===== src/rtl/preg_alloc_ctrl_pkg.sv =====
// Shared types and defaults for the physical-register allocation controller.
package preg_alloc_ctrl_pkg;
  localparam int NPHY_DEFAULT = 64;
  localparam int PW_DEFAULT   = $clog2(NPHY_DEFAULT);

  typedef logic [PW_DEFAULT-1:0]   phy_addr_t;
  typedef logic [NPHY_DEFAULT-1:0] preg_mask_t;

  typedef enum logic {
    ST_RUN     = 1'b0,
    ST_RECOVER = 1'b1
  } rec_state_e;
endpackage


===== src/rtl/preg_alloc_ctrl_pick2.sv =====
// Lowest and second-lowest set-bit finder over a free mask.
module preg_pick2 #(
  parameter int N = 64,
  localparam int W = $clog2(N)
) (
  input  logic [N-1:0] mask_i,
  output logic         v0_o,
  output logic [W-1:0] i0_o,
  output logic         v1_o,
  output logic [W-1:0] i1_o
);
  always_comb begin
    v0_o = 1'b0;
    i0_o = '0;
    v1_o = 1'b0;
    i1_o = '0;
    for (int i = 0; i < N; i++) begin
      if (mask_i[i]) begin
        if (!v0_o) begin
          v0_o = 1'b1;
          i0_o = i[W-1:0];
        end else if (!v1_o) begin
          v1_o = 1'b1;
          i1_o = i[W-1:0];
        end
      end
    end
  end
endmodule


===== src/rtl/preg_alloc_ctrl.sv =====
// Physical-register allocator: speculative/committed free bitmaps, flush recovery.
// Define PREG_DUAL_ALLOC_EN to add the second rename lane (two grants per cycle).
module preg_alloc_ctrl
  import preg_alloc_ctrl_pkg::*;
#(
  parameter int NPHY           = NPHY_DEFAULT,
  parameter int RECOVER_CYCLES = 1,
  localparam int PW            = $clog2(NPHY),
  localparam int CW            = $clog2(NPHY + 1)
) (
  input  logic          clk,
  input  logic          rst,
  input  logic          alloc0_req,
  output logic          alloc0_gnt,
  output logic [PW-1:0] alloc0_phy,
`ifdef PREG_DUAL_ALLOC_EN
  input  logic          alloc1_req,
  output logic          alloc1_gnt,
  output logic [PW-1:0] alloc1_phy,
`endif
  input  logic          commit_valid,
  input  logic [PW-1:0] commit_rd_phy,
  input  logic [PW-1:0] commit_rd_origin,
  input  logic          flush,
  output logic [CW-1:0] free_count,
  output logic          recovering,
  output logic          err_double_free
);
  localparam int RCW = $clog2(RECOVER_CYCLES + 1);

  logic [NPHY-1:0] spec_free_q, spec_free_d;
  logic [NPHY-1:0] cmt_free_q, cmt_free_d;
  logic [CW-1:0]   free_cnt_q, free_cnt_d;
  logic [CW-1:0]   cmt_cnt_q, cmt_cnt_d;
  rec_state_e      state_q, state_d;
  logic [RCW-1:0]  rcnt_q, rcnt_d;
  logic            err_q, err_d;

  logic            pk_v0, pk_v1;
  logic [PW-1:0]   pk_i0, pk_i1;
  logic            gnt0, gnt1;
  logic            run_ok;
  logic            rel_v, clr_v, rel_dup, rel_inc;
  logic [NPHY-1:0] grant_mask;
  logic            unused_pick;

  preg_pick2 #(.N(NPHY)) u_pick (
    .mask_i (spec_free_q),
    .v0_o   (pk_v0),
    .i0_o   (pk_i0),
    .v1_o   (pk_v1),
    .i1_o   (pk_i1)
  );

  // Grants are purely combinational; reset and flush suppress them in-cycle.
  assign run_ok = (state_q == ST_RUN) && !flush && !rst;
  assign gnt0   = alloc0_req && run_ok && (free_cnt_q >= CW'(1));

`ifdef PREG_DUAL_ALLOC_EN
  assign gnt1        = alloc1_req && gnt0 && (free_cnt_q >= CW'(2));
  assign alloc1_gnt  = gnt1;
  assign alloc1_phy  = pk_i1;
  assign unused_pick = pk_v0 ^ pk_v1;
`else
  assign gnt1        = 1'b0;
  assign unused_pick = ^{pk_v0, pk_v1, pk_i1};
`endif

  assign alloc0_gnt = gnt0;
  assign alloc0_phy = pk_i0;

  assign rel_v   = commit_valid && (commit_rd_origin != '0);
  assign clr_v   = commit_valid && (commit_rd_phy != '0);
  assign rel_dup = rel_v && spec_free_q[commit_rd_origin];
  // A duplicate release only adds a free preg if that preg is being granted this cycle.
  assign rel_inc = rel_v && (!spec_free_q[commit_rd_origin] || grant_mask[commit_rd_origin]);

  always_comb begin
    grant_mask = '0;
    if (gnt0) grant_mask[pk_i0] = 1'b1;
    if (gnt1) grant_mask[pk_i1] = 1'b1;

    spec_free_d = spec_free_q & ~grant_mask;
    if (rel_v) spec_free_d[commit_rd_origin] = 1'b1;

    cmt_free_d = cmt_free_q;
    cmt_cnt_d  = cmt_cnt_q;
    if (rel_v) begin
      if (!cmt_free_q[commit_rd_origin]) cmt_cnt_d = cmt_cnt_d + CW'(1);
      cmt_free_d[commit_rd_origin] = 1'b1;
    end
    if (clr_v) begin
      if (cmt_free_d[commit_rd_phy]) cmt_cnt_d = cmt_cnt_d - CW'(1);
      cmt_free_d[commit_rd_phy] = 1'b0;
    end

    free_cnt_d = free_cnt_q - CW'(gnt0) - CW'(gnt1) + CW'(rel_inc);

    // Flush rolls the speculative view back to the committed one, incl. this cycle's commit.
    if (flush) begin
      spec_free_d = cmt_free_d;
      free_cnt_d  = cmt_cnt_d;
    end

    err_d = err_q | rel_dup;
  end

  always_comb begin
    state_d = state_q;
    rcnt_d  = rcnt_q;
    case (state_q)
      ST_RUN: begin
        if (flush) begin
          state_d = ST_RECOVER;
          rcnt_d  = RCW'(RECOVER_CYCLES);
        end
      end
      ST_RECOVER: begin
        if (flush)                    rcnt_d  = RCW'(RECOVER_CYCLES);
        else if (rcnt_q <= RCW'(1))   state_d = ST_RUN;
        else                          rcnt_d  = rcnt_q - RCW'(1);
      end
      default: state_d = ST_RUN;
    endcase
  end

  always_ff @(posedge clk or posedge rst) begin
    if (rst) begin
      spec_free_q <= {{(NPHY-1){1'b1}}, 1'b0};
      cmt_free_q  <= {{(NPHY-1){1'b1}}, 1'b0};
      free_cnt_q  <= CW'(NPHY - 1);
      cmt_cnt_q   <= CW'(NPHY - 1);
      state_q     <= ST_RUN;
      rcnt_q      <= '0;
      err_q       <= 1'b0;
    end else begin
      spec_free_q <= spec_free_d;
      cmt_free_q  <= cmt_free_d;
      free_cnt_q  <= free_cnt_d;
      cmt_cnt_q   <= cmt_cnt_d;
      state_q     <= state_d;
      rcnt_q      <= rcnt_d;
      err_q       <= err_d;
    end
  end

  assign free_count      = free_cnt_q;
  assign recovering      = (state_q == ST_RECOVER);
  assign err_double_free = err_q;
endmodule


===== config.mk =====
export PLATFORM = sky130hd
export DESIGN_NAME = preg_alloc_ctrl
export DESIGN_NICKNAME = d
export VERILOG_FILES = /design/src/rtl/preg_alloc_ctrl_pkg.sv /design/src/rtl/preg_alloc_ctrl_pick2.sv /design/src/rtl/preg_alloc_ctrl.sv
export SDC_FILE = /design/constraint.sdc
export NUM_CORES = 1
export LEC_CHECK = 0
export ABC_AREA = 0
export CORE_UTILIZATION = 50
export DETAILED_ROUTE_END_ITERATION = 8
export PLACE_DENSITY = 0.67
export SYNTH_ARGS = -nofsm -noshare
export SYNTH_HDL_FRONTEND = slang
export SYNTH_HIERARCHICAL = 1
export SYNTH_SLANG_ARGS = --single-unit
export TNS_END_PERCENT = 20

===== constraint.sdc =====
create_clock -name clk -period 15.2 [get_ports clk]
set_input_delay 3.04 -clock clk [delete_from_list [all_inputs] [get_ports clk]]
set_output_delay 3.04 -clock clk [all_outputs]
set_load 0.1 [all_outputs]

==> out/results.ini <==
[status]
status = complete, no violations

[worst_setup_path]
end_kind = output port
reg2reg_slack_ns = 4.38
slowest_stage = clkdlybuf4s50_1
crit_required_ns = 12.16
path_class = reg2out
reg2reg_to = free_count[6]
r2r-start = spec_free_q[8]
arrival_ns = 9.04
cp-start-kind = flop
path_max_fanout = 6
reg2reg_depth = 47
max_stage_delay_ns = 1.25

[worst_hold_path]
hold_depth = 0
min-delay-start = cmt_free_q[0]
min_to = cmt_free_q[0]
hp-class = reg2reg

[clocking]
cts_num_sinks = 144
ctsHoldBuffers = 0
root_buffer = clkbuf_16
clockBufferDepth = 2
cts_setup_buffers = 0
tritoncts = built
cts_buffers = 17
insertion_delay_ns = 0.43
clk_pin_slew_ns = 0.06
cts_resized = 0
htree_levels = 4

[die]
start_util = 0.514
core_mm2 = 0.0245
die-area_mm2 = 0.0258
rows = 57
die_w_um = 161
io_pins = 33
die_h_um = 161

[sta]
grt_setup_unrepaired = no
setup_viol = 0
setup_tns_ns = 0
max_slew.worst_pin.slew_ns = 1.29
post-route-period-util = 0.795
hold_viol_final = 0
skew_ns = 0.0104
period_needed_ns = 12.08
timing.fmax_mhz = 82.8
report.final.slew_viol_count = 0
slew_headroom = 0.138

[drt]
drc = 0
drt_iter0_drc = 2192
postRouteAntennaNets = 0
vias = 13402
routed_wl_um = 47900
routedWlPerCell_um = 25.4
firstDrtPassIters = 6
vias_per_cell = 7.09

[place]
post-dp-hpwl_um = 33500
place_congestion = 0.985
dpl_cell_area_mm2 = 0.0128
io_buffers = 32

[finish]
nFillCells = 2267
layout_common_cells = nor2_1 (257), dfstp_2 (138), nand2_1 (111), a21oi_1 (110), o21ai_0 (106)
drive_above_1_share = 0.173
final_common_cell = nor2_1
multi_input_area_mm2 = 0.00794
diodes = 0
register_area_mm2 = 0.00378
stdcell_area_mm2 = 0.0134
final_util = 0.549
nNetsFinal = 1591
area_delta_synth_final_pct = 6.89

[logic_synthesis]
synth_area_per_cell_um2 = 7.74
syn_nets = 1660
synth_cells = 1623
syn_area_mm2 = 0.0126
ys_warn_count = 6

[global_route]
grt_pass1_vias = 12397
grt_overflow_total = 0
grt.total_usage = 0.372
grt_max_degree = 97
antenna_found_initial = 0
grt_pass1_wl_um = 73100

[pwr]
pwr-share-clk = 0.239
peakVddDrop_mv = 0.140
p_sw_frac = 0.421
powerDensity_mw_per_mm2 = 142
netSwitchingPower_uw = 805
combPwrFrac = 0.413
p_leak_nw = 4.83
p_int_mw = 1.11
p_seq_frac = 0.348

[run]
cap_violations = 0

-- worst max-delay path, delay by kind of cell (launching register included) --
family | cells | cell delay [ns]
DFF | 1 | 0.56
AOI/OAI and AO/OA | 20 | 4.59
adders and majority gates | 1 | 0.23
buffers and inverters | 2 | 1.30
and+or+nand+nor | 9 | 1.91
-- how the worst max path moves through the flow --
stage	startpoint	end	slack, ns	depth (start not counted)
3_5_place_dp	spec_free_q[1]	alloc0_phy[0]	3.79	32
6_report	spec_free_q[1]	alloc0_phy[0]	3.12	32
3_3_place_gp	spec_free_q[1]	alloc0_phy[0]	3.99	31
4_1_cts	spec_free_q[1]	alloc0_phy[0]	3.27	32
2_1_floorplan	spec_free_q[1]	alloc0_phy[0]	4.14	32
5_1_grt	spec_free_q[1]	alloc0_phy[0]	2.36	32
-- stage by stage --
step | setup WS (ns) | hold WS [ns] | std cells | total power, mW
floorplan | 4.14 | 0.442 | 1623 | 1.25
global placement | 3.99 | 0.429 | 1859 | 1.42
detailed placement | 3.79 | 0.410 | 1859 | 1.43
CTS | 3.27 | 0.424 | 1889 | 1.89
global route | 2.36 | 0.430 | 1889 | 2.01
finish | 3.12 | 0.424 | 1889 | 1.91
-- state kept, by name, indices dropped and copies added, names as in the netlist --
register	flops
cmt_cnt_q	7
cmt_free_q	64
err_double_free	1
free_count	7
recovering	1
spec_free_q	64
-- per-layer routing --
layer	wire, um	global-route usage	vias to the layer above
met1	19500	0.512	6409
met2	20300	0.552	963
met4	2440	0.165	0
met5	0	0	-
met3	5670	0.0894	181
li1	-	-	5849
-- layout make-up --
class / count / area share
multi-input cells: 1276 / 0.591
flip-flops and latches: 144 / 0.281
clock buffers: 21 / 0.0350
repair buffers: 49 / 0.0322
well taps: 324 / 0.0302
inverters: 66 / 0.0188
clock inverters: 9 / 0.0116
-- power by group through the flow --
stage	combinational, mW	clock [mW]	sequential [mW]
2_1_floorplan	0.593	0	0.653
3_3_place_gp	0.760	0	0.663
3_5_place_dp	0.768	0	0.664
4_1_cts	0.775	0.457	0.660
5_1_grt	0.855	0.473	0.680
6_report	0.789	0.457	0.666
No activity file was read; power rests on OpenSTA's default activity.
